### config.mk
export PLATFORM = sky130hd
export DESIGN_NAME = pipe_stage_skid
export DESIGN_NICKNAME = d
export VERILOG_FILES = /design/src/rtl/pipe_stage_skid_pkg.sv /design/src/rtl/pipe_stage_skid_entry.sv /design/src/rtl/pipe_stage_skid.sv
export SDC_FILE = /design/constraint.sdc
export NUM_CORES = 1
export LEC_CHECK = 0
export CAP_MARGIN = 5
export CELL_PAD_IN_SITES_DETAIL_PLACEMENT = 0
export CELL_PAD_IN_SITES_GLOBAL_PLACEMENT = 1
export CORE_ASPECT_RATIO = 0.8
export CORE_UTILIZATION = 43
export DETAILED_ROUTE_END_ITERATION = 12
export PLACE_DENSITY = 0.9
export SKIP_LAST_GASP = 1
export SYNTH_ARGS = -nofsm -noshare
export SYNTH_HDL_FRONTEND = slang
export SYNTH_SLANG_ARGS = --single-unit
export TNS_END_PERCENT = 1
### constraint.sdc
create_clock -name clk -period 3 [get_ports clk]
set_input_delay 0.45 -clock clk [delete_from_list [all_inputs] [get_ports clk]]
set_output_delay 0.45 -clock clk [all_outputs]
set_load 0.05 [all_outputs]
### src/rtl/pipe_stage_skid_pkg.sv
// Shared pipeline definitions: slot state encoding and EX/MEM control-bit positions.
// Latency/backpressure: n/a (declarations only).
package pipe_stage_skid_pkg;

    // Slot state is {skid_valid, main_valid}
    localparam logic [1:0] ST_EMPTY = 2'b00;
    localparam logic [1:0] ST_ONE   = 2'b01;
    localparam logic [1:0] ST_FULL  = 2'b11;

    localparam int CTRL_REGWRITE   = 0;
    localparam int CTRL_MEMREAD    = 1;
    localparam int CTRL_MEMWRITE   = 2;
    localparam int CTRL_MEMTOREG   = 3;
    localparam int CTRL_RWTYPE_LSB = 4;
    localparam int CTRL_RWTYPE_W   = 3;
    localparam int CTRL_LUI        = 7;

endpackage

### src/rtl/pipe_stage_skid_entry.sv
// Single valid+data+ctrl register with load, unload and clear (clear has priority).
// Latency: 1 cycle load-to-output; no backpressure of its own, driven by the slot controller.
module pipe_entry #(
    parameter int DATA_W            = 32,
    parameter int CTRL_W            = 8,
    parameter bit CLR_DATA_ON_FLUSH = 1'b0
) (
    input  logic              clk,
    input  logic              rst_n,
    input  logic              clr,
    input  logic              load,
    input  logic              unload,
    input  logic [DATA_W-1:0] d_data,
    input  logic [CTRL_W-1:0] d_ctrl,
    output logic              q_valid,
    output logic [DATA_W-1:0] q_data,
    output logic [CTRL_W-1:0] q_ctrl
);

    always_ff @(posedge clk or negedge rst_n) begin
        if (!rst_n) begin
            q_valid <= 1'b0;
            q_data  <= '0;
            q_ctrl  <= '0;
        end else if (clr) begin
            q_valid <= 1'b0;
            q_ctrl  <= '0;
            // Leaving data untouched on flush avoids toggling the wide payload flops
            if (CLR_DATA_ON_FLUSH) q_data <= '0;
        end else if (load) begin
            q_valid <= 1'b1;
            q_data  <= d_data;
            q_ctrl  <= d_ctrl;
        end else if (unload) begin
            q_valid <= 1'b0;
        end
    end

endmodule

### src/rtl/pipe_stage_skid.sv
// Pipeline register slot with 1-entry skid, flush with bubble insertion, ctrl zeroed on bubbles.
// Latency 1 cycle; in_ready is registered (!skid_valid), so no out_ready->in_ready path.
module pipe_stage_skid
    import pipe_stage_skid_pkg::*;
#(
    parameter int DATA_W            = 32,
    parameter int CTRL_W            = 8,
    parameter bit CLR_DATA_ON_FLUSH = 1'b0
) (
    input  logic              clk,
    input  logic              rst_n,
    input  logic              flush,
    input  logic              in_valid,
    output logic              in_ready,
    input  logic [DATA_W-1:0] in_data,
    input  logic [CTRL_W-1:0] in_ctrl,
    output logic              out_valid,
    input  logic              out_ready,
    output logic [DATA_W-1:0] out_data,
    output logic [CTRL_W-1:0] out_ctrl,
    output logic [1:0]        occupancy
);

    logic              main_valid, skid_valid;
    logic [DATA_W-1:0] main_data, skid_data, main_d_data;
    logic [CTRL_W-1:0] main_ctrl, skid_ctrl, main_d_ctrl;
    logic              acc, deq;
    logic              main_load, main_unload, main_from_skid;
    logic              skid_load, skid_unload;

    assign acc = in_valid & in_ready;
    assign deq = main_valid & out_ready;

    always_comb begin
        main_load      = 1'b0;
        main_unload    = 1'b0;
        main_from_skid = 1'b0;
        skid_load      = 1'b0;
        skid_unload    = 1'b0;
        case ({skid_valid, main_valid})
            ST_EMPTY: main_load = acc;
            ST_ONE: begin
                if (deq) begin
                    main_load   = acc;
                    main_unload = !acc;
                end else begin
                    skid_load   = acc;
                end
            end
            ST_FULL: begin
                // Skid beat is older than anything upstream, so it refills main first
                if (deq) begin
                    main_load      = 1'b1;
                    main_from_skid = 1'b1;
                    skid_unload    = 1'b1;
                end
            end
            default: ;
        endcase
    end

    assign main_d_data = main_from_skid ? skid_data : in_data;
    assign main_d_ctrl = main_from_skid ? skid_ctrl : in_ctrl;

    pipe_entry #(
        .DATA_W            (DATA_W),
        .CTRL_W            (CTRL_W),
        .CLR_DATA_ON_FLUSH (CLR_DATA_ON_FLUSH)
    ) u_main (
        .clk     (clk),
        .rst_n   (rst_n),
        .clr     (flush),
        .load    (main_load),
        .unload  (main_unload),
        .d_data  (main_d_data),
        .d_ctrl  (main_d_ctrl),
        .q_valid (main_valid),
        .q_data  (main_data),
        .q_ctrl  (main_ctrl)
    );

    pipe_entry #(
        .DATA_W            (DATA_W),
        .CTRL_W            (CTRL_W),
        .CLR_DATA_ON_FLUSH (CLR_DATA_ON_FLUSH)
    ) u_skid (
        .clk     (clk),
        .rst_n   (rst_n),
        .clr     (flush),
        .load    (skid_load),
        .unload  (skid_unload),
        .d_data  (in_data),
        .d_ctrl  (in_ctrl),
        .q_valid (skid_valid),
        .q_data  (skid_data),
        .q_ctrl  (skid_ctrl)
    );

    assign in_ready  = !skid_valid;
    assign out_valid = main_valid;
    assign out_data  = main_data;
    assign out_ctrl  = main_valid ? main_ctrl : '0;
    assign occupancy = {1'b0, main_valid} + {1'b0, skid_valid};

endmodule

Yosys cells after proc, flatten, opt, wreduce, memory -nomap -nowiden --
Cells that the tools add are included.
Word-level totals: logic and storage cells 42, input port bits 45, register bits after elaboration 82
Operators by class: add/subtract/negate cells 1, eq/ne operators 2, reductions and logical operators 9, bitwise gates (word level) 3, muxes and demuxes 21
Operators with widths (count):
- $mux W8 | 6
- $mux W32 | 1
- $mux W1 | 13
- $reduce_bool A3 Y1 | 2
- $reduce_and A2 Y1 | 2
- $reduce_bool A2 Y1 | 2
- $pmux W1 S3 | 1
- $add A1 B1 Y2 | 1
- $and A1 B1 Y1 | 2
- $eq A2 B1 Y1 const B | 1
- $eq A2 B2 Y1 const B | 1
- $logic_not A1 Y1 | 2
- $logic_not A2 Y1 | 1
- $not A1 Y1 | 1

Depth between registers and ports, before layout --
depth in word-level cells 8, mapped depth 8

By module --
From an unflattened synthesis, not the netlist that was laid out.
Unflattened totals: cell total of the unflattened synthesis 266, area total of the unflattened synthesis 4272.8 um^2
By module, submodules not included:
- pipe_entry | times used 2, cells an instance 99, area an instance 1731.7 um^2
- pipe_stage_skid | times used 1, cells an instance 68, area an instance 809.5 um^2

Worst setup path before layout --
No wires, ideal clock.
path type register to register, from reg u_main.q_valid, to reg u_main.q_data[10], cell stages (with the launch flop) 8, setup time 125 ps, arrival 2238 ps, required time 2875 ps, setup slack 637 ps, cells stage by stage dfrtp_1 -> ha_1 -> nand3_1 -> buf_4 -> o221a_2 -> clkbuf_1 -> o21ai_0 -> o21ai_1
Between the ends: cells in the longest elaborated chain, start to end 4
RTL lines:
- start, declared | RTL line pipe_stage_skid_entry.sv:15 | output logic q_valid,
- start signal, assigned | RTL line pipe_stage_skid_entry.sv:22 | q_valid <= 1'b0;
- start signal, assigned | RTL line pipe_stage_skid_entry.sv:26 | q_valid <= 1'b0;
- start signal, assigned | RTL line pipe_stage_skid_entry.sv:31 | q_valid <= 1'b1;
- $and A1 B1 Y1 | RTL line pipe_stage_skid.sv:32 | assign deq = main_valid & out_ready;
- $mux W1, on equally long branches | RTL line pipe_stage_skid.sv:52, pipe_stage_skid.sv:43
- $pmux W1 S3 / $mux W1 (equally long branches) | RTL line pipe_stage_skid.sv:40 | case ({skid_valid, main_valid})
- $reduce_and A2 Y1 (no source line) / $mux W32 (equally long branches)
- end signal, assigned | RTL line pipe_stage_skid_entry.sv:32 | q_data <= d_data;
- end, declared | RTL line pipe_stage_skid_entry.sv:16 | output logic [DATA_W-1:0] q_data,
Parallel ways exist; a longest one is shown, timed or not. A chain may end at the register's enable or synchronous reset.

Worst setup path in the final report --
from reg u_main.q_valid, to out occupancy[0]
Between the ends: cells in the longest elaborated chain, start to end 1
RTL lines:
- $add A1 B1 Y2 | RTL line pipe_stage_skid.sv:103 | assign occupancy = {1'b0, main_valid} + {1'b0, skid_valid};
- end, declared | RTL line pipe_stage_skid.sv:21 | output logic [1:0] occupancy
Every way passes these cells.

==> flow_summary.yaml <==
run_status:
  run_status: "completed"
layout:
  synthToLayoutAreaGrowth_pct: 27.6
  diodes: 0
  instances_no_fill: 491
  layout_commonest_cell: "clkdlybuf4s50_1"
  multi_input_area_sq_um: 1610
  drive_gt1_share_pct: 15.8
  ff_latch_area_sq_um: 2050
  final_cell_mix: "clkdlybuf4s50_1, dfrtp_1, mux2i_1"
  fill_cells: 731
  final_nets: 424
  finalInstanceArea_sq_um: 4920
die:
  rows: 30
  coreArea_sq_um: 8600
  start_util_pct: 44.8
  die_area_sq_um: 9350
  design.portCount: 89
  die_h_um: 86.7
  die_w_um: 108
clock_network:
  cts_tree: "built"
  cts_setup_buffers: 0
  clock_latency_ns: 0.34
  ctsHoldBuffers: 0
  cts_buffers: 9
  clkSlewWorstSetupHoldPaths_ns: 0.08
  cts_root_buf: "clkbuf_8"
  cts_resized: 0
  htree_levels: 3
  cts.sinks: 82
  cts_max_path_buffers: 2
route:
  post_drt_wl_per_cell_um: 16.9
  final_antenna_net_count: 0
  drt_iter0_markers: 130
  drt_pass1_iterations: 4
  finalWirelength_mm: 8.28
  via_count: 2619
  via_per_inst: 5.33
  drc: 0
yosys:
  synth_area_leaders: "dfrtp_1, mux2_4, mux2i_1"
  synthXorXnorAreaFrac_pct: 0
  yosysSeqAreaShare_pct: 53.2
  muxShareOfSynthArea_pct: 22.8
  ys_seq_elements: 82
  synth_top_area_share_pct: 53.2
  synth_compound_area_share_pct: 13.5
  synth_fa_ha_area_share_pct: 1.30
  ys_warn_count: 0
  syn_inst: 294
  synth_fp_nets: 343
  yosysUniqueCellTypes: 30
  syn_area_per_cell_sq_um: 13.1
  synthesis.area_sq_um: 3850
  synth_top_family_by_area: "multiplexers"
  synth_largest_area_cell: "dfrtp_1"
  yosys.area_share.simple_pct: 4.06
hold_path:
  min_path_type: "input pin to asynchronous set/reset pin"
sta:
  fin_tns_setup_ns: 0
  maxSlewViolCount: 0
  slew_headroom_pct: 32.1
  period_needed_ns: 2.64
  clock-skew-final_ns: 0.00541
  tightest_slew_ns: 1.02
  hold_viol: 0
  fin_crit_sh_pct: 88.2
  timing.fmax_ghz: 0.378
  rsz0062_at_grt: "false"
  setup_viol: 0
critical_path:
  required_ns: 2.55
  criticalPathCategory: "register to output port"
  crit_path_end_kind: "output port"
  worst-path-max-fanout: 16
  startpoint_type: "register"
  arrival_ns: 2.19
pwr:
  switching_share_pct: 38.3
  ir_drop_uv: 468
  intPower_mw: 2.61
  power_switching_mw: 1.62
  clockPowerShare_pct: 16.9
  p_comb_share_pct: 41.8
  power_leakage_nw: 2.35
  pwr-share-seq_pct: 41.3
  total_power_mw: 4.23
  power.density_nw_per_um2: 860
placement:
  dp.cells: 476
  placed_area_sq_um: 4750
  hpwlAfterDp_mm: 5.28
  gp_congestion: 0.766
  portBuffers: 88
run:
  max_cap_violations: 0
global_route:
  grt_usage_pct: 19.3
  overflow: 0
  antenna_found_initial: 0
  grt_pass1_wl_mm: 13.8
  grt_pass1_vias: 2756
  grt_max_degree: 83
cell usage after synthesis, drive strengths merged:
master and count:
a211oi 8, and2b 1, nand2 2, inv 3
nand4bb 1, buf 14, ha 4, a31o 1
nand3b 2, a22o 8, and2 9, clkbuf 8
nor2 9, dfrtp 82, nand3 1, a21oi 2
mux2i 40, o221a 1, o221ai 1, mux2 32
o21ai 65
per-stage QoR:
step	utilization, %	setup WS, ns	hold slack, ns
3_3_place_gp	55.2	0.651	0.488
5_1_grt	57.2	0.174	0.356
3_5_place_dp	55.2	0.551	0.492
6_report	57.2	0.355	0.272
2_1_floorplan	-	0.637	0.154
4_1_cts	57.2	0.322	0.310
critical path: stages, from the launching register on:
cell             delay (ns)
dfrtp_1                0.62
inv_1                  0.13
ha_1                   0.31
clkdlybuf4s50_1        0.79
registers in the layout, summed over array words and instances (netlist names):
register / cells
u_main.q_data: 32
u_skid.q_data: 32
u_main.q_ctrl: 8
u_skid.q_ctrl: 8
u_main.q_valid: 1
u_skid.q_valid: 1
final timing paths:
path | start | end | slack, ns | cells past startpoint
min in group clk | u_skid.q_ctrl[2] | u_skid.q_ctrl[2] | 0.51 | 1
worst min-delay path | rst_n | u_main.q_data[26] | 0.27 | 1
worst max register to register | u_main.q_valid | u_main.q_data[1] | 0.55 | 6
max in group asynchronous | rst_n | u_main.q_data[4] | 2.07 | 1
worst min register to register | u_skid.q_ctrl[2] | u_skid.q_ctrl[2] | 0.51 | 1
worst max-delay path | u_main.q_valid | occupancy[0] | 0.36 | 3
power by group through the flow:
| stage | Sequential, mW | Combinational (mW) | Clock [mW] |
|---|---|---|---|
| floorplan | 2.28 | 0.674 | 0 |
| global placement | 1.75 | 1.74 | 0 |
| detailed placement | 1.75 | 1.78 | 0 |
| CTS | 1.75 | 1.78 | 0.735 |
| global route | 1.80 | 1.87 | 0.785 |
| finish | 1.75 | 1.77 | 0.714 |
kinds of logic after synthesis:
logic type | Yosys count
AOI/OAI and AO/OA | 86
adders and majority gates | 4
buffers and inverters | 25
DFF | 82
muxes | 72
and+or+nand+nor | 25
layout make-up:
type                       instances  share of cell area (%)
multi-input combinational        187                    32.8
sequential                        82                    41.7
tap                              112                    2.85
inverter                           3                   0.229
timing repair buffer              92                    19.0
clock buffer                      12                    3.15
clock inverter                     3                   0.305
layer usage:
metal  up-vias  wire length, um  track usage (%)
met5         -                0                0
met4         0               71             3.99
met3         7              503             6.77
met2        81             3880             30.4
met1      1311             3820             26.0
li1       1220                -                -
No activity file was read; power rests on OpenSTA's default activity.
==> variant 1, RTL diff (same settings) <==
`CTRL_W` is set to 8 in 2 places; all go to 12.
--- a/src/rtl/pipe_stage_skid_entry.sv
+++ b/src/rtl/pipe_stage_skid_entry.sv
@@ -4,3 +4,3 @@
     parameter int DATA_W            = 32,
-    parameter int CTRL_W            = 8,
+    parameter int CTRL_W            = 12,
     parameter bit CLR_DATA_ON_FLUSH = 1'b0
--- a/src/rtl/pipe_stage_skid.sv
+++ b/src/rtl/pipe_stage_skid.sv
@@ -6,3 +6,3 @@
     parameter int DATA_W            = 32,
-    parameter int CTRL_W            = 8,
+    parameter int CTRL_W            = 12,
     parameter bit CLR_DATA_ON_FLUSH = 1'b0
Interface: changed (resized in_ctrl and out_ctrl); port bits go from 89 to 97. No check against the original RTL was run, so the function may have changed too.
==> variant 1 against the unedited design <==
The flow now finishes with violations (DRC); die area grew 8.3%; routed wire length grew 10%; setup slack gained 28 ps; total power grew 12%; sequential cell count grew 8; sequential power grew 7%; synthesized cell count grew 11%; cell area grew 11%; area after synthesis grew 8.5%; worst hold slack lost 95 ps.
==> variant 1: results (changes against the unedited design) <==
worst hold path class input pin to async pin; worst-path fanout max 11 (-5); H-tree level count 3 (unchanged); Distinct cells, synth 30 (unchanged); CP top delay family buffers and inverters; initial antenna violation count 0 (unchanged); Clock Tree Buf Depth 2 (unchanged); R2R Setup Slk 560 ps; initial DRC count 96 (-26%); slowest CP cell clkdlybuf4s50_1; worst vdd ir 0.000542 V (+16%); clock transition at the registers of the reported paths 70 ps; nets@finish 469 (+11%); Fill cells 762 (+4.2%); Post-CTS Setup Inserts 0 (unchanged); largest net degree at the start of global routing 56 (-33%); All-Layer GR Usage 19.6% (+0.21 points); violated checks DRC; top post-synthesis cells by count dfrtp_1, o21ai_1, mux2i_1; share of the yosys chip area belonging to registers 53.9% (+0.63 points); Async SR Flop Fraction 100% (unchanged); relative slew slack 42.5% (+10 points); Clock Latency Late Sink 330 ps; Routed WL per cell 17.0 um (+1.0%); Post-Syn Nets 378 (+10%); drt pass-1 iters 10 (+6); largest cells by area after synthesis dfrtp_1, mux2i_1, mux2_4, o21ai_1, a22o_1; LEAKAGE 2.60 nW (+11%); CP max stage delay 830 ps (+40 ps); Routability Congestion 0.740 (-3.4%); share of post-route cells with drive strength above 1 15.4% (-0.39 points); DRC 4 (+4); vias in the first global route 3004 (+9.0%); Clock Tree Root clkbuf_16; TritonCTS Buffers 9 (unchanged); largest registers u_main.q_data: 32 flops, u_skid.q_data: 32 flops; YS warnings 0 (unchanged); first-pass GRT wire length 15.4 mm (+12%); critical path arrival 2170 ps (-20 ps); tightest hold margin 177 ps (-95.5 ps); clock skew 10.2 ps (+4.80 ps); post-DP HPWL 5.94 mm (+13%); Resize count post-CTS 0 (unchanged); Port-buffer cells 96 (+9.1%); status finished, violations left; n_diodes 0 (unchanged); vias 2880 (+10%)
## variant 1: cell types whose count changed in the layout (fill, tap and decap cells not counted), moves of 6 or more
cell             unedited run  this run
o21ai_0                    35         4
clkdlybuf4s50_1            87        94
dfrtp_1                    82        90
buf_4                       3        10
clkbuf_8                   11         0
a211oi_1                    6        12
o21ai_1                    30        61
clkbuf_16                   0         9
## variant 1: area by class of cell
| class | count | share of cell area [%] |
|---|---|---|
| well taps | 115 | 2.64 |
| inverters | 3 | 0.207 |
| flip-flops and latches | 90 | 41.4 |
| multi-input cells | 207 | 32.0 |
| clock inverters | 6 | 0.782 |
| clock buffers | 10 | 4.21 |
| repair buffers | 105 | 18.8 |
## variant 1: logic make-up after synthesis
| family | Yosys count | synth area share (%) |
|---|---|---|
| adder cells (fa/ha/maj) | 4 | 1.20 |
| flip-flops | 90 | 53.9 |
| multiplexers | 76 | 21.6 |
| AO/OA/AOI/OAI | 94 | 14.0 |
| AND/OR/NAND/NOR | 33 | 4.73 |
| buffers and inverters | 28 | 4.64 |
## variant 1: report_power, final
group          leakage (nW)  switching, W  internal, W
Clock                 0.129      0.000467     0.000563
Combinational          1.34       0.00105     0.000782
Sequential             1.13      0.000240      0.00163
Total                  2.60       0.00176      0.00298
## variant 1: per-layer routing
metal | global-route usage, % | vias to the layer above | routed length [um]
met3 | 5.06 | 5 | 364
met2 | 30.8 | 71 | 4380
met4 | 5.89 | 0 | 74
met5 | 0 | - | 0
li1 | - | 1355 | -
met1 | 26.6 | 1449 | 4300
## variant 1: through the flow
| step | setup WS [ps] | cell area [um^2] | std cells | util, % |
|---|---|---|---|---|
| 5_1_grt | 270 | 5440 | 536 | 59.0 |
| 6_report | 383 | 5440 | 536 | 59.0 |
| 2_1_floorplan | 578 | 4180 | 325 | - |
| 3_3_place_gp | 503 | 5170 | 520 | 56.0 |
| 4_1_cts | 359 | 5440 | 536 | 59.0 |
| 3_5_place_dp | 468 | 5170 | 520 | 56.0 |
## variant 1: final timing paths
kind | start | endpoint | cells past startpoint
setup / recovery | u_main.q_valid | occupancy[1] | 3
hold / removal | rst_n | u_skid.q_data[0] | 1
setup reg to reg | u_main.q_valid | u_main.q_data[10] | 6
hold reg to reg | u_skid.q_data[0] | u_skid.q_data[0] | 1
max in group asynchronous | rst_n | u_skid.q_data[17] | 2
min in group clk | flush | u_main.q_data[6] | 3
==> variant 2, RTL diff (config.mk and constraints unchanged) <==
Without the edit above. Reset style: synchronous (`rst_n`), changed in one clocked block.
--- a/src/rtl/pipe_stage_skid_entry.sv
+++ b/src/rtl/pipe_stage_skid_entry.sv
@@ -19,3 +19,3 @@
 
-    always_ff @(posedge clk or negedge rst_n) begin
+    always_ff @(posedge clk) begin
         if (!rst_n) begin
Formal check against the unedited RTL: differs if rst_n is asserted again (counterexample within 4 cycles, from zero or initial values and one cycle with rst_n low); with rst_n held inactive, the same outputs for 10 cycles.
==> variant 2 against the unedited design <==
Cell area down 1.7%; synthesized cell count up 38%; worst hold slack improved by 180 ps; via count increased by 11%; routed wire length down 4.4%; first-iteration DRC count decreased by 35%; critical path type unchanged; highest routed layer unchanged; area after synthesis fell by 1.0%; sequential cell count unchanged; setup slack gained 36 ps; cell count is 22% higher.
Power is not compared: it rests on default switching activity, and its combinational part moved more than twofold at a synthesized area within 25%.
==> variant 2: results (changes against the unedited design) <==
relative slew slack 58.9% (+27 points); largest registers u_main.q_data: 32 flops, u_skid.q_data: 32 flops; Fill cells 804 (+10%); top post-synthesis cells by count nand2_1, dfxtp_1, mux2i_1; Post-Syn Nets 455 (+33%); worst-path fanout max 15 (-1); first-pass GRT wire length 12.9 mm (-6.2%); Distinct cells, synth 29 (-3.3%); All-Layer GR Usage 17.9% (-1.5 points); largest net degree at the start of global routing 70 (-16%); post-DP HPWL 5.04 mm (-4.4%); critical path arrival 2160 ps (-30 ps); Routability Congestion 0.714 (-6.8%); Clock Latency Late Sink 360 ps (+20 ps); Async SR Flop Fraction 0% (-100 points); vias in the first global route 2796 (+1.5%); ys flop type dfxtp_1; worst hold path class flip-flop to flip-flop; vias 2920 (+11%); share of the yosys chip area belonging to registers 43.0% (-10 points); initial DRC count 84 (-35%); status finished, final reports clean; largest cells by area after synthesis dfxtp_1, nand2_1, mux2i_1, mux2_2, a21boi_0; clock skew 14.8 ps (+9.36 ps); share of post-route cells with drive strength above 1 12.0% (-3.9 points)
==> variant 2: changes by cell type in the layout (fill, tap and decap cells not counted), sizes merged, moves of 3 or more <==
| cell | delta |
|---|---|
| a21boi | +32 |
| nor2 | +8 |
| inv | +3 |
| a22o | -8 |
| o21ai | -65 |
| dfrtp | -82 |
| mux2i | +8 |
| dfxtp | +82 |
| clkbuf | -3 |
| nand2 | +129 |
==> variant 2: report_power, final <==
part | leakage [nW] | internal (W) | switching, W
clock | 0.0864 | 0.000306 | 0.000425
combinational | 1.18 | 0.000162 | 0.000205
sequential | 0.666 | 0.00112 | 0.0000213
total | 1.93 | 0.00159 | 0.000651
==> variant 2: final timing paths <==
check / start / end / slack (ps) / cells after the start
worst max register to register: u_main.q_valid / u_main.q_data[8] / 550 / 6
worst max-delay path: u_main.q_valid / occupancy[0] / 390 / 3
worst min register to register: u_skid.q_data[14] / u_skid.q_data[14] / 450 / 2
worst min-delay path: u_skid.q_data[14] / u_skid.q_data[14] / 450 / 2
==> variant 2: layer usage <==
metal	wire length (um)	global-route usage, %	vias to the layer above	part of all wire, %
met1	3860	22.8	1360	49
met3	440	5.71	8	5.6
met2	3540	29.4	57	45
met5	0	0	-	0
li1	-	-	1495	-
met4	72	4.48	0	0.91
==> variant 2: final cells by class <==
class / count / area, um^2 / area share (%)
sequential: 82 / 1640 / 34.0
clock buffer: 9 / 124 / 2.56
tap: 112 / 140 / 2.90
clock inverter: 7 / 51.3 / 1.06
timing repair buffer: 92 / 918 / 19.0
multi-input combinational: 292 / 1950 / 40.3
inverter: 3 / 11.3 / 0.233
==> variant 2: metrics by stage <==
stage	instance area [um^2]	setup slack, ps	power [W]	std cells
global placement	4660	634	0.00153	581
CTS	4830	352	0.00227	597
detailed placement	4660	550	0.00154	581
global route	4830	268	0.00235	597
floorplan	3810	615	0.00141	406
finish	4830	391	0.00224	597
==> variant 2: kinds of logic after synthesis <==
group,after synthesis,share of synthesized area [%]
AO/OA/AOI/OAI,43,9.12
AND/OR/NAND/NOR,165,18.6
multiplexers,80,22.0
adder cells (fa/ha/maj),4,1.31
flip-flops,82,43.0
buffers and inverters,32,5.94
==> variant 2: worst max-delay path, stage by stage (launching register included) <==
cell and delay [ps]:
dfxtp_1 600, inv_1 120, ha_1 300, clkdlybuf4s50_1 790
